==> src/rtl/mbz_nxm_ctl.sv <==
// MBOX non-existent-memory controller: times out unanswered memory requests,
// plays a synthetic acknowledge sequence and records the first failing request.
module mbz_nxm_ctl #(
    parameter int NCHAN   = 4,
    parameter int TMO_W   = 8,
    parameter int SEQ_LEN = 5,
    parameter int ADR_W   = 22,
    parameter int CNT_W   = 4,
    localparam int CH_W   = (NCHAN > 1) ? $clog2(NCHAN) : 1
) (
    input  logic               clk,
    input  logic               RESET,
    input  logic               MEM_START,
    input  logic [CH_W-1:0]    REQ_CHAN,
    input  logic               MEM_RD_RQ,
    input  logic [ADR_W-1:0]   REQ_ADR,
    input  logic               ACKN_PULSE,
    input  logic               PHASE_TICK,
    input  logic [TMO_W-1:0]   TMO_LIMIT,
    input  logic [NCHAN-1:0]   ERR_CLR,
    input  logic               ERA_CLR,
    output logic               MEM_BUSY,
    output logic               NXM_FLG,
    output logic [SEQ_LEN-1:0] NXM_T,
    output logic               NXM_ACKN,
    output logic               NXM_DATA_VAL,
    output logic [NCHAN-1:0]   NXM_ERR,
    output logic               HOLD_ERA,
    output logic [ADR_W-1:0]   ERA_ADR,
    output logic [CH_W-1:0]    ERA_CHAN,
    output logic               ERA_WRITE,
    output logic [CNT_W-1:0]   NXM_COUNT
);

    typedef enum logic [1:0] {
        ST_IDLE,
        ST_WAIT,
        ST_NXM
    } state_e;

    state_e             state_q, state_d;
    logic [TMO_W-1:0]   tmo_cnt_q, tmo_cnt_d;
    logic [CH_W-1:0]    chan_q, chan_d;
    logic               rd_q, rd_d;
    logic [ADR_W-1:0]   adr_q, adr_d;
    logic [SEQ_LEN-1:0] nxm_t_q, nxm_t_d;
    logic [NCHAN-1:0]   err_q, err_d;
    logic [CNT_W-1:0]   count_q, count_d;
    logic               hold_q, hold_d;
    logic [ADR_W-1:0]   era_adr_q, era_adr_d;
    logic [CH_W-1:0]    era_chan_q, era_chan_d;
    logic               era_write_q, era_write_d;

    always_comb begin
        state_d     = state_q;
        tmo_cnt_d   = tmo_cnt_q;
        chan_d      = chan_q;
        rd_d        = rd_q;
        adr_d       = adr_q;
        nxm_t_d     = '0;
        err_d       = err_q & ~ERR_CLR;
        count_d     = count_q;
        hold_d      = hold_q & ~ERA_CLR;
        era_adr_d   = era_adr_q;
        era_chan_d  = era_chan_q;
        era_write_d = era_write_q;

        case (state_q)
            ST_IDLE: begin
                if (MEM_START) begin
                    chan_d    = REQ_CHAN;
                    rd_d      = MEM_RD_RQ;
                    adr_d     = REQ_ADR;
                    tmo_cnt_d = '0;
                    state_d   = ST_WAIT;
                end
            end
            ST_WAIT: begin
                // A real acknowledge always beats a timeout landing on the same tick.
                if (ACKN_PULSE) begin
                    state_d = ST_IDLE;
                end else if (PHASE_TICK) begin
                    if (tmo_cnt_q == TMO_LIMIT) begin
                        state_d = ST_NXM;
                        nxm_t_d = SEQ_LEN'(1);
                        if (!hold_q) begin
                            era_adr_d   = adr_q;
                            era_chan_d  = chan_q;
                            era_write_d = !rd_q;
                            hold_d      = 1'b1;
                        end
                    end else begin
                        tmo_cnt_d = tmo_cnt_q + 1'b1;
                    end
                end
            end
            ST_NXM: begin
                if (nxm_t_q[SEQ_LEN-1]) begin
                    state_d = ST_IDLE;
                end else begin
                    nxm_t_d = nxm_t_q << 1;
                    // Error and count become visible together with the synthetic acknowledge.
                    if (nxm_t_d[SEQ_LEN-1]) begin
                        if (int'(chan_q) < NCHAN) begin
                            err_d[chan_q] = 1'b1;
                        end
                        if (count_q != {CNT_W{1'b1}}) begin
                            count_d = count_q + 1'b1;
                        end
                    end
                end
            end
            default: begin
                state_d = ST_IDLE;
            end
        endcase
    end

    always_ff @(posedge clk) begin
        if (RESET) begin
            state_q     <= ST_IDLE;
            tmo_cnt_q   <= '0;
            chan_q      <= '0;
            rd_q        <= 1'b0;
            adr_q       <= '0;
            nxm_t_q     <= '0;
            err_q       <= '0;
            count_q     <= '0;
            hold_q      <= 1'b0;
            era_adr_q   <= '0;
            era_chan_q  <= '0;
            era_write_q <= 1'b0;
        end else begin
            state_q     <= state_d;
            tmo_cnt_q   <= tmo_cnt_d;
            chan_q      <= chan_d;
            rd_q        <= rd_d;
            adr_q       <= adr_d;
            nxm_t_q     <= nxm_t_d;
            err_q       <= err_d;
            count_q     <= count_d;
            hold_q      <= hold_d;
            era_adr_q   <= era_adr_d;
            era_chan_q  <= era_chan_d;
            era_write_q <= era_write_d;
        end
    end

    assign MEM_BUSY     = (state_q != ST_IDLE);
    assign NXM_FLG      = (state_q == ST_NXM);
    assign NXM_T        = nxm_t_q;
    assign NXM_ACKN     = (state_q == ST_NXM) && nxm_t_q[SEQ_LEN-1];
    assign NXM_DATA_VAL = NXM_ACKN && rd_q;
    assign NXM_ERR      = err_q;
    assign HOLD_ERA     = hold_q;
    assign ERA_ADR      = era_adr_q;
    assign ERA_CHAN     = era_chan_q;
    assign ERA_WRITE    = era_write_q;
    assign NXM_COUNT    = count_q;

endmodule

==> config.mk <==
export PLATFORM = sky130hd
export DESIGN_NAME = mbz_nxm_ctl
export DESIGN_NICKNAME = d
export VERILOG_FILES = /design/src/rtl/mbz_nxm_ctl.sv
export SDC_FILE = /design/constraint.sdc
export NUM_CORES = 1
export LEC_CHECK = 0
export BUFFER_PORTS_ARGS = -buffer_cell sky130_fd_sc_hd__buf_2
export CELL_PAD_IN_SITES_DETAIL_PLACEMENT = 2
export CELL_PAD_IN_SITES_GLOBAL_PLACEMENT = 2
export CORE_UTILIZATION = 31
export DETAILED_ROUTE_END_ITERATION = 8
export PLACE_DENSITY_LB_ADDON = 0.1
export REMOVE_ABC_BUFFERS = 1
export SLEW_MARGIN = 20
export SYNTH_ARGS = -nofsm -noshare
export SYNTH_HDL_FRONTEND = slang
export SYNTH_SLANG_ARGS = --single-unit
==> constraint.sdc <==
create_clock -name clk -period 2.51 [get_ports clk]
set_input_delay 0.1255 -clock clk [delete_from_list [all_inputs] [get_ports clk]]
set_output_delay 0.1255 -clock clk [all_outputs]
set_load 0.03 [all_outputs]
# Word level (Yosys, flattened, before mapping)
# Cells that the tools add are included.
dict set report totals {
  out_inout_bits 43
  elab_cells 73
  inputBits 43
  reg_bits 74
}
dict set report op_classes {
  eq_ne 11
  reduce_logical 12
  mux 26
  bitwise_logic 8
  n_addsub 2
  n_lt_le_gt_ge 2
}
# operator n
set ops {}
lappend ops {{8-bit two-way mux} 4}
lappend ops {{8-bit case mux with 2 select lines} 1}
lappend ops {{4-bit two-way mux} 3}
lappend ops {{2-bit two-way mux} 5}
lappend ops {{5-bit case mux with 2 select lines} 1}
lappend ops {{5-bit AND reduction} 2}
lappend ops {{1-bit two-way mux} 9}
lappend ops {{8-bit by 1-bit adder with 8-bit output, second input constant} 1}
lappend ops {{8-bit equality test} 1}
lappend ops {{2-bit inequality test, second input constant} 4}
lappend ops {{4-bit AND reduction} 2}
lappend ops {{3-bit inequality test, second input constant} 2}
lappend ops {{2-bit case mux with 3 select lines} 1}
lappend ops {{5-bit two-way mux} 1}
lappend ops {{4-bit by 1-bit adder with 4-bit output, second input constant} 1}
lappend ops {{4-bit AND} 1}
lappend ops {{4-bit inequality test, second input constant} 1}
lappend ops {{1-bit NOT} 4}
lappend ops {{4-bit NOT} 1}
lappend ops {{4-bit bitwise OR} 1}
lappend ops {{2-bit nonzero test} 2}
lappend ops {{1-bit logical AND} 3}
lappend ops {{2-bit by 3-bit < comparator with 1-bit output, second input constant} 1}
lappend ops {{1-bit demux with 2-bit select} 1}
lappend ops {{other kinds (8)} 8}

# Logic depth before layout (Yosys ltp)
# Gate-level depths: netlist of the first run.
dict set report depth {
  depth_word 8
  ltp_mapped 8
  depth_no_buf 7
}

# Least setup slack after synthesis of the first run
# Ideal clock, no wire load.
dict set report synth_path {
  path_kind {register to register}
  from {register state_q[0]}
  to {register tmo_cnt_q[7]}
  setup_ps 72
  period_less_slack_ps 1829
  required_time_ps 2438
  arrival_time_ps 1758
  path_buffers 0
  path_stages_with_launch 8
  setup_slack_ps 681
  cell_sequence {dfxtp_1 -> inv_1 -> ha_1 -> nor2b_1 -> nor2_1 -> nand3_1 -> a2111oi_2 -> mux2i_1}
}
dict set report synth_via {
  elab_chain_cells 3
  word_cells_on_any_way 9
  classes_between {eq/ne (5); mux (1); reduce/logical (3)}
}
# element line
set synth_rtl {}
lappend synth_rtl {{start, declared} 41} ;# state_e state_q, state_d;
lappend synth_rtl {{start signal, assigned} 134} ;# state_q <= state_d;
lappend synth_rtl {{2-bit by 1-bit equality test with 1-bit output or 2-bit logical NOT (tied branches)} 68} ;# case (state_q)
lappend synth_rtl {{2-bit inequality test (no line) or 2-bit nonzero test (tied branches)} -}
lappend synth_rtl {{5-bit AND reduction (no line)} -}
lappend synth_rtl {{end signal, assigned} 135} ;# tmo_cnt_q <= tmo_cnt_d;
lappend synth_rtl {{end, declared} 42} ;# logic [TMO_W-1:0] tmo_cnt_q, tmo_cnt_d;
# Parallel ways exist; a longest one is shown, timed or not.
# A chain may end at the register's enable or synchronous reset.

# Worst setup path in the final report of the first run
dict set report layout_path {
  from {register state_q[1]}
  to {register tmo_cnt_q[7]}
}
# The elaborated chain is that of the path after synthesis.

==> impl_metrics.ini, run 1 <==
[outcome]
outcome = completed

[placement]
dp_slack_ns = 0.374
placed_area_mm2 = 0.00391
io_buffers = 85
gp_congestion = 0.742
dpl.hpwl_um = 5930

[worst_hold_path]
min_path_type = primary input to register
hold_end = adr_q[2]
holdPathStages = 3
min_from = REQ_ADR[2]

[clocking]
cts_made_buffers = 9
clkTransAtPathRegs_ns = 0.08
cts_root_buf = clkbuf_8
cts.sinks = 74
worstSkewPairLatency_ns = 0.35
cts_resized = 0
clock_path_buffers = 2
cts_htree_levels = 3
cts_tree = built

[final_layout]
final_area_mm2 = 0.00411
post-route-util = 0.395
area_delta_synth_final_pct = 22.2
drive_gt1_frac = 0.341
fillers = 1230
final_nets = 496
register_area_mm2 = 0.00148
multi_input_area_mm2 = 0.00174

[global_routing]
antenna_found_initial = 0
grt_overflow = 0
grt_max_degree = 50
first_global_vias = 2855
track_usage = 0.157
grt_pass1_wl_um = 13900

[setup_path]
critPathMaxFanout = 12
endpoint_kind = register
critPathMaxStageDelay_ns = 0.46
r2r-start = state_q[1]
r2r_cells = 8
worst-endpoint-arrival_ns = 2.42
crit_family = adder cells
cp_num_buf_inv = 2
regToRegEndpoint = tmo_cnt_q[7]
crit_required_ns = 2.78
rrSetupSlack_ns = 0.36
critPathMostFrequentCell = mux2i_1
start_kind = register
crit_chain = inv_1, ha_1, mux2i_1, nor2_1, buf_4, nand3_1, a2111oi_2, mux2i_1
cp_slowest_cell = ha_1
worst-setup-path-type = register to register

[timing]
max_freq_mhz = 465
finalWorstSetupSlack_ns = 0.358
grt_setup_unrepaired = no
slew_headroom = 0.473
finalSetupViolations = 0
drv_slew = 0
hold_viol = 0
finalClockSkew_ns = 0.0109
tightest_slew_ns = 0.790
finalCritPeriodShare = 0.857
fin_crit_ns = 2.15
timing.setup.tns_ns = 0

[pwr]
power_mw = 2.40
ir_drop_mv = 0.204
p_leak_nw = 1.69
cellPowerDensity_mw_per_mm2 = 583

[logic_synthesis]
synth-seq-cells = 74
yosysUniqueCellTypes = 42
yosysTopAreaCell = dfxtp_1
synthCells = 362
synth_most_common_cell = dfxtp_1
yosys_warnings = 0
netlist.area_leader.share = 0.440
yosys_most_used_dff = dfxtp_1
seq_area_frac_synth = 0.440
synthesis.area_mm2 = 0.00336
async_flop_share = 0
synth.avg_cell_area_um2 = 9.29
ys_top_cells_by_count = dfxtp_1 (74), nand2_1 (60), or2b_2 (38)
synth_edf_count = 0
synth_area_leaders = dfxtp_1 (44%), or2b_2 (9.9%), mux2i_1 (9.8%), nand2_1 (6.7%), a21oi_1 (5.2%)

[floorplanning]
die-area_mm2 = 0.0113
start_util = 0.323
die-height_um = 106
core_area_mm2 = 0.0104
die-width_um = 106
ios = 86
rows = 37

[detailed_routing]
first_iter_violations = 62
drt-pass1-iter-count = 6
drc = 0
final_antenna_net_count = 0
vias_per_cell = 4.72
routedWlPerCell_um = 14.2
routed_wirelength_um = 8370
num_vias = 2780

[run]
maxCapViolations = 0
[cell families after synthesis]
logic type | synth area share
fa+ha+maj | 0.0223
flops | 0.440
buf+inv | 0.0435
xor+xnor | 0.0260
compound gates | 0.0829
simple gates | 0.283
mux | 0.102
[cell usage in the layout (no fill, tap or decap), types with 7 or more instances in the layout]
cell type	Yosys	routed
a21oi_1	35	35
buf_2	0	85
clkbuf_8	0	10
dfxtp_1	74	74
inv_1	8	8
mux2i_1	33	33
nand2_1	60	60
nand2b_1	14	14
nand3_1	7	7
nor2_1	13	13
or2b_2	38	38
xor2_1	9	9
[repair_timing]
item / 4_1_cts / 5_1_grt
buffers inserted: 0 / 0
endpoints found under the hold margin: 2 / 0
hold buffers: 2 / 0
[flip-flops by register name, indices dropped and copies added (netlist names), 2 cells and up]
name and flops:
NXM_ERR 4, tmo_cnt_q 8, state_q 2, ERA_CHAN 2
adr_q 22, NXM_T 5, ERA_ADR 22, chan_q 2
NXM_COUNT 4
[where the power goes]
| group | internal, mW | switching (mW) | leakage, nW |
|---|---|---|---|
| Combinational | 0.120 | 0.187 | 1.00 |
| Clock | 0.386 | 0.470 | 0.0883 |
| Sequential | 1.21 | 0.0217 | 0.600 |
| Total | 1.72 | 0.679 | 1.69 |
[worst register-to-register path, delay by kind of cell, from the launching register on]
family | cells | cell delay [ns]
AO/OA/AOI/OAI | 1 | 0.43
adder cells (fa/ha/maj) | 1 | 0.46
buffers and inverters | 2 | 0.27
flip-flops | 1 | 0.33
multiplexers | 2 | 0.37
AND/OR/NAND/NOR | 2 | 0.22
[area by class of cell]
cell class,count,area share
Clock buffer,10,0.0335
Timing Repair Buffer,93,0.122
Antenna cell,1,0.000609
Inverter,8,0.00731
Sequential cell,74,0.360
Clock inverter,6,0.0104
Tap cell,136,0.0414
Multi-Input combinational cell,261,0.424
[per-layer routing]
layer  wire, µm  global-route usage  vias to the layer above
li1           -                   -                     1369
met1       3920               0.194                     1349
met2       4030               0.268                       53
met3        324              0.0325                        9
met4        102              0.0565                        0
met5          0                   0                        -
[metrics by stage]
step,hold slack (ns),cells
floorplan,0.195,343
global placement,0.368,570
detailed placement,0.380,570
CTS,0.00132,588
global route,0.00495,588
finish,0.0121,589
[worst max-delay path by stage]
| stage | from | cells past startpoint | slack [ns] | end |
|---|---|---|---|---|
| floorplan | tmo_cnt_q[3] | 5 | -0.51 | ERA_WRITE |
| global placement | tmo_cnt_q[7] | 6 | 0.50 | ERA_ADR[12] |
| detailed placement | state_q[1] | 8 | 0.37 | tmo_cnt_q[7] |
| CTS | state_q[1] | 8 | 0.33 | tmo_cnt_q[7] |
| global route | state_q[1] | 8 | 0.16 | tmo_cnt_q[7] |
| finish | state_q[1] | 8 | 0.36 | tmo_cnt_q[7] |
Power figures use the tool's default switching activity.
==> run 2: changes to the inputs <==
--- a/config.mk
+++ b/config.mk
@@ -6,12 +6,12 @@
 export NUM_CORES = 1
 export LEC_CHECK = 0
 export BUFFER_PORTS_ARGS = -buffer_cell sky130_fd_sc_hd__buf_2
+export CAP_MARGIN = 20
 export CELL_PAD_IN_SITES_DETAIL_PLACEMENT = 2
 export CELL_PAD_IN_SITES_GLOBAL_PLACEMENT = 2
 export CORE_UTILIZATION = 31
 export DETAILED_ROUTE_END_ITERATION = 8
 export PLACE_DENSITY_LB_ADDON = 0.1
-export REMOVE_ABC_BUFFERS = 1
 export SLEW_MARGIN = 20
 export SYNTH_ARGS = -nofsm -noshare
 export SYNTH_HDL_FRONTEND = slang
==> impl_metrics.ini, run 2 (synthesis results as in run 1) <==
[outcome]
outcome = completed

[pwr]
seq_power_share = 0.495
p_leak_nw = 1.71
ir_drop_mv = 0.267
p_int_mw = 1.85
pwr-share-comb = 0.122
p_sw_frac = 0.261
p_switching_mw = 0.651
clkPwrFrac = 0.383
cellPowerDensity_mw_per_mm2 = 602

[final_layout]
drive_gt1_frac = 0.341
final_cell_mix = buf_2 (85), dfxtp_1 (74), nand2_1 (60)
mostFrequentLayoutCell = buf_2
fillers = 1187
final_nets = 498
final_cells = 590
area_delta_synth_final_pct = 23.3
num_antenna_cells = 0
post-route-util = 0.398

[timing]
finalCritPeriodShare = 0.815
finalSetupViolations = 0
tightest_slew_ns = 0.742
drv_slew = 0
timing.setup.tns_ns = 0
finalClockSkew_ns = 0.0138
grt_setup_unrepaired = no
slew_headroom = 0.505
fin_crit_ns = 2.05
max_freq_mhz = 489
hold_viol = 0

[global_routing]
first_global_vias = 2934
antenna_found_initial = 0
grt_max_degree = 46
track_usage = 0.159
grt_pass1_wl_um = 13900
grt_overflow = 0

[setup_path]
rrSetupSlack_ns = 0.46
worst-setup-path-type = register to register
endpoint_kind = register
crit_chain = inv_1, ha_1, mux2i_1, nor2_1, buf_4, nand3_1, a2111oi_2, mux2i_1
r2r-start = state_q[1]
start_kind = register
critPathMaxStageDelay_ns = 0.46
cp_slowest_cell = ha_1
critPathMaxFanout = 12
critPathMostFrequentCell = mux2i_1
worst-endpoint-arrival_ns = 2.32
regToRegEndpoint = tmo_cnt_q[7]
crit_path_start = state_q[1]
crit_required_ns = 2.78
crit_end = tmo_cnt_q[7]
r2r_cells = 8

[detailed_routing]
drt-pass1-iter-count = 4
final_antenna_net_count = 0
routedWlPerCell_um = 14.3
vias_per_cell = 4.73
routed_wirelength_um = 8430
first_iter_violations = 65
drc = 0
num_vias = 2790

[clocking]
cts.sinks = 74
worstSkewPairLatency_ns = 0.35
cts_root_buf = clkbuf_8
cts_htree_levels = 3
cts_tree = built
cts_made_buffers = 9
clkTransAtPathRegs_ns = 0.08
clock_path_buffers = 2

[placement]
dpl.hpwl_um = 6010
gp_congestion = 0.678
placed_cells = 572
io_buffers = 85

[floorplanning]
die-area_mm2 = 0.0113
die-height_um = 106
ios = 86
core_area_mm2 = 0.0104
die-width_um = 106
rows = 37
start_util = 0.323

[logic_synthesis]
syn-num-nets = 411

[worst_hold_path]
min_path_type = primary input to register

[run]
maxCapViolations = 0
[run 2: worst min-delay path by stage]
stage / end / slack [ns] / cells past startpoint / startpoint
2_1_floorplan: adr_q[10] / 0.26 / 2 / REQ_ADR[10]
3_3_place_gp: adr_q[5] / 0.37 / 3 / REQ_ADR[5]
3_5_place_dp: adr_q[4] / 0.38 / 3 / REQ_ADR[4]
4_1_cts: adr_q[12] / 0.002 / 3 / REQ_ADR[12]
5_1_grt: adr_q[1] / 0.002 / 3 / REQ_ADR[1]
6_report: adr_q[9] / 0.01 / 3 / REQ_ADR[9]
[run 2: layout make-up]
class	count	area, µm²	share of cell area
multi-input cells	261	1740	0.420
inverters	8	30.0	0.00724
well taps	136	170	0.0410
clock inverters	4	50.0	0.0121
repair buffers	95	518	0.125
flip-flops and latches	74	1480	0.357
clock buffers	12	155	0.0374
[run 2: power groups by stage]
| stage | Sequential (mW) | Combinational, mW | Clock [mW] |
|---|---|---|---|
| global placement | 1.26 | 0.303 | 0 |
| finish | 1.24 | 0.305 | 0.956 |
| detailed placement | 1.26 | 0.312 | 0 |
| floorplan | 1.26 | 0.201 | 0 |
| CTS | 1.24 | 0.316 | 1.00 |
| global route | 1.24 | 0.344 | 1.05 |
[run 2: worst max-delay path: cells and delay by family (launching register included)]
kind | cells | cell delay [ns]
adder cells (fa/ha/maj) | 1 | 0.46
AND/OR/NAND/NOR | 2 | 0.22
multiplexers | 2 | 0.34
flip-flops | 1 | 0.32
AO/OA/AOI/OAI | 1 | 0.38
buffers and inverters | 2 | 0.26
[run 2: stage by stage]
| stage | power [mW] | setup WS, ns | hold slack [ns] | area, µm² |
|---|---|---|---|---|
| 2_1_floorplan | 1.46 | 0.681 | 0.261 | 3360 |
| 3_3_place_gp | 1.56 | 0.514 | 0.368 | 3920 |
| 3_5_place_dp | 1.58 | 0.448 | 0.378 | 3920 |
| 4_1_cts | 2.55 | 0.432 | 0.00207 | 4150 |
| 5_1_grt | 2.64 | 0.192 | 0.00242 | 4150 |
| 6_report | 2.50 | 0.465 | 0.0128 | 4150 |
[run 2: layer usage]
layer | wire length [µm] | global-route usage | vias up | part of all wire
met5 | 0 | 0 | - | 0
met4 | 116 | 0.0625 | 0 | 0.014
met3 | 337 | 0.0411 | 9 | 0.040
met2 | 4230 | 0.280 | 51 | 0.50
met1 | 3740 | 0.183 | 1355 | 0.44
li1 | - | - | 1375 | -
[run 2: repair_timing]
action / 4_1_cts / 5_1_grt
resized for setup: 0 / 0
setup endpoints to repair: 0 / 0
hold buffers: 2 / 0
hold endpoints to repair: 2 / 0
buffers inserted: 0 / 0
==> run 3: changes to the inputs <==
--- a/config.mk
+++ b/config.mk
@@ -9,7 +9,7 @@
 export CAP_MARGIN = 20
 export CELL_PAD_IN_SITES_DETAIL_PLACEMENT = 2
 export CELL_PAD_IN_SITES_GLOBAL_PLACEMENT = 2
-export CORE_UTILIZATION = 31
+export CORE_UTILIZATION = 28
 export DETAILED_ROUTE_END_ITERATION = 8
 export PLACE_DENSITY_LB_ADDON = 0.1
 export SLEW_MARGIN = 20
==> constraint.sdc (replaced) <==
create_clock -name clk -period 1.6 [get_ports clk]
set_input_delay 0.08 -clock clk [delete_from_list [all_inputs] [get_ports clk]]
set_output_delay 0.08 -clock clk [all_outputs]
set_load 0.03 [all_outputs]
==> impl_metrics.ini, run 3 (synthesis results as in run 1) <==
[outcome]
outcome = finished with violations
failed_checks = DRC, setup timing

[timing]
finalCritPeriodShare = 1.14
tightest_slew_ns = 0.403
slew_headroom = 0.731
max_freq_mhz = 550
finalSetupViolations = 35
timing.hold.ws_ns = 0.00949
fin_crit_ns = 1.82
finalClockSkew_ns = 0.00727
grt_setup_unrepaired = yes
finalWorstSetupSlack_ns = -0.217
drv_slew = 0
hold_viol = 0

[clocking]
cts_root_buf = clkbuf_16
cts_tree = built
clock_path_buffers = 2
cts_made_buffers = 9
worstSkewPairLatency_ns = 0.34
cts_htree_levels = 3
cts.sinks = 74
clkTransAtPathRegs_ns = 0.06

[final_layout]
mostFrequentLayoutCell = buf_2
area_delta_synth_final_pct = 54.6
drive_gt1_frac = 0.476
final_nets = 555
final_cell_mix = buf_2 (83), dfxtp_1 (64), nand2_1 (59)
num_antenna_cells = 0

[setup_path]
crit_required_ns = 1.85
crit_cells = 7
endpoint_kind = register
critPathMostFrequentCell = buf_12
regToRegEndpoint = ERA_ADR[12]
worst-endpoint-arrival_ns = 2.07
r2r_cells = 7
rrSetupSlack_ns = -0.22
worst-setup-path-type = register to register
r2r-start = tmo_cnt_q[4]
crit_chain = xor2_4, nor4_4, nand3_2, nor3_4, buf_12, buf_12, mux2i_2
cp_num_buf_inv = 2
critPathMaxFanout = 6
crit_family = simple AND/OR/NAND/NOR gates
cp_slowest_cell = dfxtp_4
start_kind = register
critPathMaxStageDelay_ns = 0.36

[worst_hold_path]
min_path_type = primary input to register
min_from = REQ_ADR[17]
holdPathStages = 3
hold_end = adr_q[17]

[global_routing]
grt_overflow = 0
grt_max_degree = 61
first_global_vias = 3444
grt_pass1_wl_um = 17300
antenna_found_initial = 0
track_usage = 0.180

[detailed_routing]
num_vias = 3077
final_antenna_net_count = 0
vias_per_cell = 4.70
routedWlPerCell_um = 16.9
routed_wirelength_um = 11000
drc = 12
first_iter_violations = 94
drt-pass1-iter-count = 6

[pwr]
ir_drop_mv = 0.349
cellPowerDensity_mw_per_mm2 = 902
power_mw = 4.69
pwr-share-comb = 0.171
p_sw_frac = 0.265
clkPwrFrac = 0.414
p_switching_mw = 1.24
p_leak_nw = 2.10
p_int_mw = 3.45
seq_power_share = 0.415

[floorplanning]
ios = 86
core_area_mm2 = 0.0116
die-height_um = 112
rows = 39
die-width_um = 112
die-area_mm2 = 0.0125
start_util = 0.291

[placement]
io_buffers = 85
dpl.hpwl_um = 6640
gp_congestion = 0.740

[run]
maxCapViolations = 0

[logic_synthesis]
syn-num-nets = 411
run 3: cell count changes in the layout (fill, tap and decap cells not counted), moves of 4 or more:
| cell | before | now |
|---|---|---|
| a21oi_2 | 0 | 4 |
| buf_12 | 1 | 6 |
| buf_6 | 0 | 13 |
| a21oi_1 | 35 | 30 |
| clkbuf_16 | 0 | 9 |
| buf_4 | 7 | 27 |
| clkbuf_8 | 11 | 3 |
| dfxtp_2 | 0 | 8 |
| xor2_2 | 0 | 7 |
| dfxtp_1 | 74 | 64 |
| dlygate4sd3_1 | 2 | 22 |
| xor2_1 | 9 | 1 |
run 3: power by group through the flow:
stage               Clock, mW  Sequential [mW]  Combinational (mW)
global placement            0             1.98               0.565
finish                   1.94             1.95               0.800
CTS                      2.01             1.95               0.737
global route             2.09             1.95               0.871
detailed placement          0             1.98               0.583
floorplan                   0             1.97               0.323
run 3: final cells by class:
class,count,area (µm²)
Sequential cell,74,1500
Clock inverter,2,10.0
Clock buffer,14,274
Timing Repair Buffer,152,1130
Inverter,8,35.0
Tap cell,143,179
Multi-Input combinational cell,261,2070
Fill cell,1243,6360
run 3: through the flow:
| stage | cell area (µm²) | worst slack (ns) | cells | util | TNS, ns |
|---|---|---|---|---|---|
| after floorplan | 3380 | -0.171 | 362 | - | -2.73 |
| after global placement | 4140 | -0.196 | 600 | 0.358 | -5.96 |
| after detailed placement | 4140 | -0.301 | 600 | 0.358 | -8.53 |
| after global routing | 5200 | -0.285 | 654 | 0.450 | -7.41 |
| final | 5200 | -0.217 | 654 | 0.450 | -4.50 |
| after CTS | 5020 | -0.237 | 649 | 0.434 | -4.90 |
run 3: how the worst max path moves through the flow:
stage / start / end / slack, ns
4_1_cts: tmo_cnt_q[7] / ERA_ADR[0] / -0.24
3_5_place_dp: tmo_cnt_q[4] / ERA_ADR[19] / -0.30
2_1_floorplan: tmo_cnt_q[0] / ERA_WRITE / -0.17
3_3_place_gp: tmo_cnt_q[0] / ERA_ADR[11] / -0.20
5_1_grt: tmo_cnt_q[4] / ERA_ADR[12] / -0.28
6_report: tmo_cnt_q[4] / ERA_ADR[12] / -0.22
run 3: worst min-delay path, stage by stage:
cell and delay, ns:
buf_2 0.10, nand2_1 0.06, a21oi_1 0.06
run 3: what timing repair did:
action / in CTS / in global routing
endpoints found under the hold margin: 22 / 0
hold buffers: 22 / 0
resized for setup: 56 / 32
endpoints found under the setup margin: 38 / 43
gates cloned: 2 / 0
pin swaps: 20 / 17
buffers inserted: 10 / 8
run 3: layer usage:
metal | global-route usage | routed length [µm]
met5 | 0 | 0
met4 | 0.0757 | 177
met3 | 0.0332 | 354
met2 | 0.328 | 5930
met1 | 0.207 | 4590
